[src/rtl/seq_rec_pkg.sv]
// Shared constants for the parametrised serial sequence recognizer.
//   LEN_MIN / LEN_MAX : legal range of the pattern length parameter
//   OVERLAP_ON / OFF  : encodings of the run-time overlap select input
package seq_rec_pkg;
    localparam int   LEN_MIN     = 2;
    localparam int   LEN_MAX     = 16;
    localparam logic OVERLAP_ON  = 1'b1;
    localparam logic OVERLAP_OFF = 1'b0;
endpackage

[src/rtl/seq_recognizer_param_sat_counter.sv]
// Saturating up-counter with synchronous clear.
// Ports:
//   clock : rising-edge clock
//   reset : asynchronous active-low reset, forces q to zero
//   clr   : synchronous clear, has priority over inc
//   inc   : increment request, ignored once q is all-ones
//   q     : count value
module sat_counter #(
    parameter int W = 8
) (
    input  logic         clock,
    input  logic         reset,
    input  logic         clr,
    input  logic         inc,
    output logic [W-1:0] q
);

    always_ff @(posedge clock or negedge reset) begin
        if (!reset) begin
            q <= '0;
        end else if (clr) begin
            q <= '0;
        end else if (inc && (q != '1)) begin
            q <= q + 1'b1;
        end
    end

endmodule

[src/rtl/seq_recognizer_param.sv]
// Parametrised serial sequence recognizer.
// Detects the LEN-bit PATTERN on serial input x (PATTERN[LEN-1] arrives first).
// Ports:
//   clock       : rising-edge clock
//   reset       : asynchronous active-low reset
//   en          : sample enable, x is consumed only when en=1
//   x           : serial data bit
//   overlap     : 1 = overlapping matches allowed, 0 = non-overlapping
//   count_clr   : synchronous clear of match_count (beats a simultaneous match)
//   z           : combinational Mealy match flag
//   z_q         : z delayed by one clock
//   match_count : saturating number of matches
module seq_recognizer_param
    import seq_rec_pkg::*;
#(
    parameter int             LEN     = 4,
    parameter logic [LEN-1:0] PATTERN = 4'b1101,
    parameter int             CNT_W   = 8
) (
    input  logic             clock,
    input  logic             reset,
    input  logic             en,
    input  logic             x,
    input  logic             overlap,
    input  logic             count_clr,
    output logic             z,
    output logic             z_q,
    output logic [CNT_W-1:0] match_count
);

    if ((LEN < LEN_MIN) || (LEN > LEN_MAX)) begin : g_bad_len
        $error("seq_recognizer_param: LEN must be within 2..16");
    end
    if (CNT_W < 1) begin : g_bad_cnt
        $error("seq_recognizer_param: CNT_W must be at least 1");
    end

    localparam int                FILL_W    = $clog2(LEN) + 1;
    localparam logic [FILL_W-1:0] FILL_FULL = FILL_W'(LEN - 1);

    logic [LEN-2:0]    hist;
    logic [FILL_W-1:0] fill;
    logic [LEN-1:0]    window;

    // Candidate window: the LEN-1 stored bits followed by the bit on x now.
    // Its low LEN-1 bits are also the next history, which covers LEN=2 too.
    assign window = {hist, x};

    // fill reaching LEN-1 means every history bit came after the last reset
    // or non-overlapping match, so a stale or consumed bit can never match.
    assign z = en & (fill == FILL_FULL) & (window == PATTERN);

    always_ff @(posedge clock or negedge reset) begin
        if (!reset) begin
            hist <= '0;
            fill <= '0;
            z_q  <= 1'b0;
        end else begin
            z_q <= z;
            if (en) begin
                hist <= window[LEN-2:0];
                if (z && (overlap == OVERLAP_OFF)) begin
                    fill <= '0;
                end else if (fill != FILL_FULL) begin
                    fill <= fill + 1'b1;
                end
            end
        end
    end

    sat_counter #(
        .W (CNT_W)
    ) u_match_count (
        .clock (clock),
        .reset (reset),
        .clr   (count_clr),
        .inc   (z),
        .q     (match_count)
    );

endmodule

[config.mk]
export PLATFORM = sky130hd
export DESIGN_NAME = seq_recognizer_param
export DESIGN_NICKNAME = d
export VERILOG_FILES = /design/src/rtl/seq_rec_pkg.sv /design/src/rtl/seq_recognizer_param_sat_counter.sv /design/src/rtl/seq_recognizer_param.sv
export SDC_FILE = /design/constraint.sdc
export NUM_CORES = 1
export LEC_CHECK = 0
export CORE_UTILIZATION = 46
export CTS_CLUSTER_DIAMETER = 80
export CTS_CLUSTER_SIZE = 30
export DETAILED_ROUTE_END_ITERATION = 10
export MAX_ROUTING_LAYER = met4
export PLACE_DENSITY_LB_ADDON = 0.12
export SLEW_MARGIN = 10
export SYNTH_ARGS = -nofsm -noshare
export SYNTH_HDL_FRONTEND = slang
export SYNTH_HIERARCHICAL = 1
export SYNTH_SLANG_ARGS = --single-unit
[constraint.sdc]
create_clock -name clock -period 2.1 [get_ports clock]
set_input_delay 0.21 -clock clock [delete_from_list [all_inputs] [get_ports clock]]
set_output_delay 0.21 -clock clock [all_outputs]
set_load 0.01 [all_outputs]
==> results.cfg <==
[sta]
setup_viol = 0
period_minus_slack_ns = 2.03
hold_viol = 0
fin_hold_ws_ns = 0.331
relSlewSlack = 0.546
min_period_over_period = 0.967
final.setup.tns_ns = 0
maxSlewViolCount = 0
setup_ws_ns = 0.0700
skew_ns = 0.00604
tightest_slew_ns = 0.679
rsz0062_at_grt = no
fmax_mhz = 493

[clock_tree]
cts-root-buf = clkbuf_4
cts_tree = yes
clockBufferDepth = 2
clk_latency_ns = 0.28
numCtsBuffers = 3
path_clk_slew_ns = 0.10
h-tree-depth = 1
cts.sinks = 15

[placed_design]
dp.cells = 108
io_buffers = 15
place_ws_ns = 0.132
dpl_cell_area_sq_um = 976
gp_congestion = 0.752
dpl.hpwl_um = 1080

[route]
wl_um = 1500
route.detailed.drc = 3
via_count = 652
vias_per_cell = 5.77
ant_nets = 0
first_iter_violations = 11
first_pass_iters = 7
wl_per_cell_um = 13.3

[global_route]
grt_overflow = 0
grt_max_degree = 16
grt_use_total = 0.185
grt_pass1_wl_um = 2550
grt_pass1_vias = 594
grt_antenna_before_repair = 0

[synthesis]
yosysTopAreaCellShare = 0.474
synth_edf_count = 0
avgSynthCellArea_sq_um = 10.4
yosysWarnings = 6
synthFlopType = dfrtp_1
synth_nets = 85
synth_common_cells = dfrtp_1 (15), inv_1 (5), mux2_2 (5)
seq_area_frac_synth = 0.474
synth_cell_types = 34
syn_area_sq_um = 792
synth.most_common_cell = dfrtp_1
synth-seq-cells = 15
synth.area.top_cells = dfrtp_1 (47%), mux2_2 (7.1%), ha_1 (4.7%), nor3_1 (2.5%), inv_1 (2.4%)
yosysTopAreaCell = dfrtp_1
synth-async-reset-ratio = 1.00
synthCells = 76

[critical_path]
worst_path_most_repeated_cell = ha_1
max_stage_delay_ns = 0.49
cp_max_fo = 6
cp-startpoint = fill[0]
critPathArrivalTime_ns = 1.82
crit_slowest_cell = clkdlybuf4s50_1
cp-end-kind = primary output
crit_chain = ha_1, ha_1, and3_2, clkdlybuf4s50_1
cp.required_ns = 1.89
startpoint_type = flop
path_class = flop to primary output
r2r-start = fill[1]

[outcome]
status = finished with violations
violations = design-rule violations

[finish]
final_area_sq_um = 1010
postLayoutCoreUtil = 0.649
fin_cells = 113
area_growth_pct = 27.8
num-nets-final = 107
antenna_cells_inserted = 0
drive_above_1_share = 0.165

[power]
cellLeakagePower_nw = 0.437
p_sw_frac = 0.283
ir_worst_vdd_v = 0.000508
power.density_nw_per_um2 = 689
combPwrFrac = 0.253
power.switching_mw = 0.197
seqPwrFrac = 0.508
clkPwrFrac = 0.239
internal_power_mw = 0.500
finalPower_mw = 0.698

[die]
initial_utilization = 0.508
rows = 14
die_height_um = 43.5
core_area_sq_um = 1560
io_pins = 16
fp.dieW_um = 43.5
die_area_sq_um = 1890

[job]
cap_viol_max_count = 0

[worst_hold_path]
holdCritPathClass = primary input to asynchronous set/reset pin
[logic make-up after synthesis]
kind of cell	synth area share
AND/OR/NAND/NOR	0.232
AO/OA/AOI/OAI	0.128
flip-flops	0.474
buffers and inverters	0.0347
multiplexers	0.0837
adder cells (fa/ha/maj)	0.0474
[state kept, by name, indices dropped and copies added, names as in the netlist]
register,count
u_match_count/q,8
fill,3
hist,3
z_q,1
[metal layers]
layer | up-vias | wire length (um) | GRT usage
li1 | 326 | - | -
met1 | 314 | 760 | 0.241
met2 | 10 | 677 | 0.288
met3 | 2 | 44 | 0.0292
met4 | 0 | 19 | 0.0750
met5 | - | 0 | -
[power groups by stage]
stage / registers (mW) / logic, mW / clock network, mW
floorplan: 0.355 / 0.113 / 0
global placement: 0.360 / 0.153 / 0
detailed placement: 0.363 / 0.162 / 0
CTS: 0.357 / 0.162 / 0.172
global route: 0.359 / 0.203 / 0.186
finish: 0.354 / 0.177 / 0.167
[worst max-delay path, delay by kind of cell, from the launching register on]
kind	cells	cell delay, ns
fa+ha+maj	2	0.41
buf+inv	1	0.49
flops	1	0.41
simple gates	1	0.24
[path summary, 6_finish.rpt]
path                            depth (start not counted)  slack (ns)                  to
worst max-delay path                                    4        0.07                   z
worst min-delay path                                    1        0.33             fill[0]
worst max register to register                          6        0.34  u_match_count/q[7]
worst min register to register                          1        0.52             fill[2]
max in group asynchronous                               1        1.33  u_match_count/q[2]
min in group clock                                      1        0.52             fill[2]
[cell usage in the layout, fill, tap and decap left out, types with 3 or more instances in the layout]
master / count
dfrtp_1: 15
clkdlybuf4s50_1: 15
inv_1: 5
mux2_2: 5
nand2_1: 4
buf_4: 4
nor3_1: 4
o21ai_0: 3
ha_1: 3
clkbuf_4: 3
a21oi_1: 3
nand2b_1: 3
nor2b_1: 3
[layout make-up]
class	instances	area (sq um)
Clock buffer	3	22.5
Clock inverter	1	5.00
Fill cell	132	547
Inverter	5	18.8
Multi-Input combinational cell	54	390
Sequential cell	15	375
Tap cell	16	20.0
Timing Repair Buffer	19	180
[timing repair]
action | in CTS | in global routing
setup buffers | 0 | 1
endpoints found under the setup margin | 0 | 1
hold buffers | 0 | 0
gates resized for setup | 0 | 1
Power figures use the tool's default switching activity.
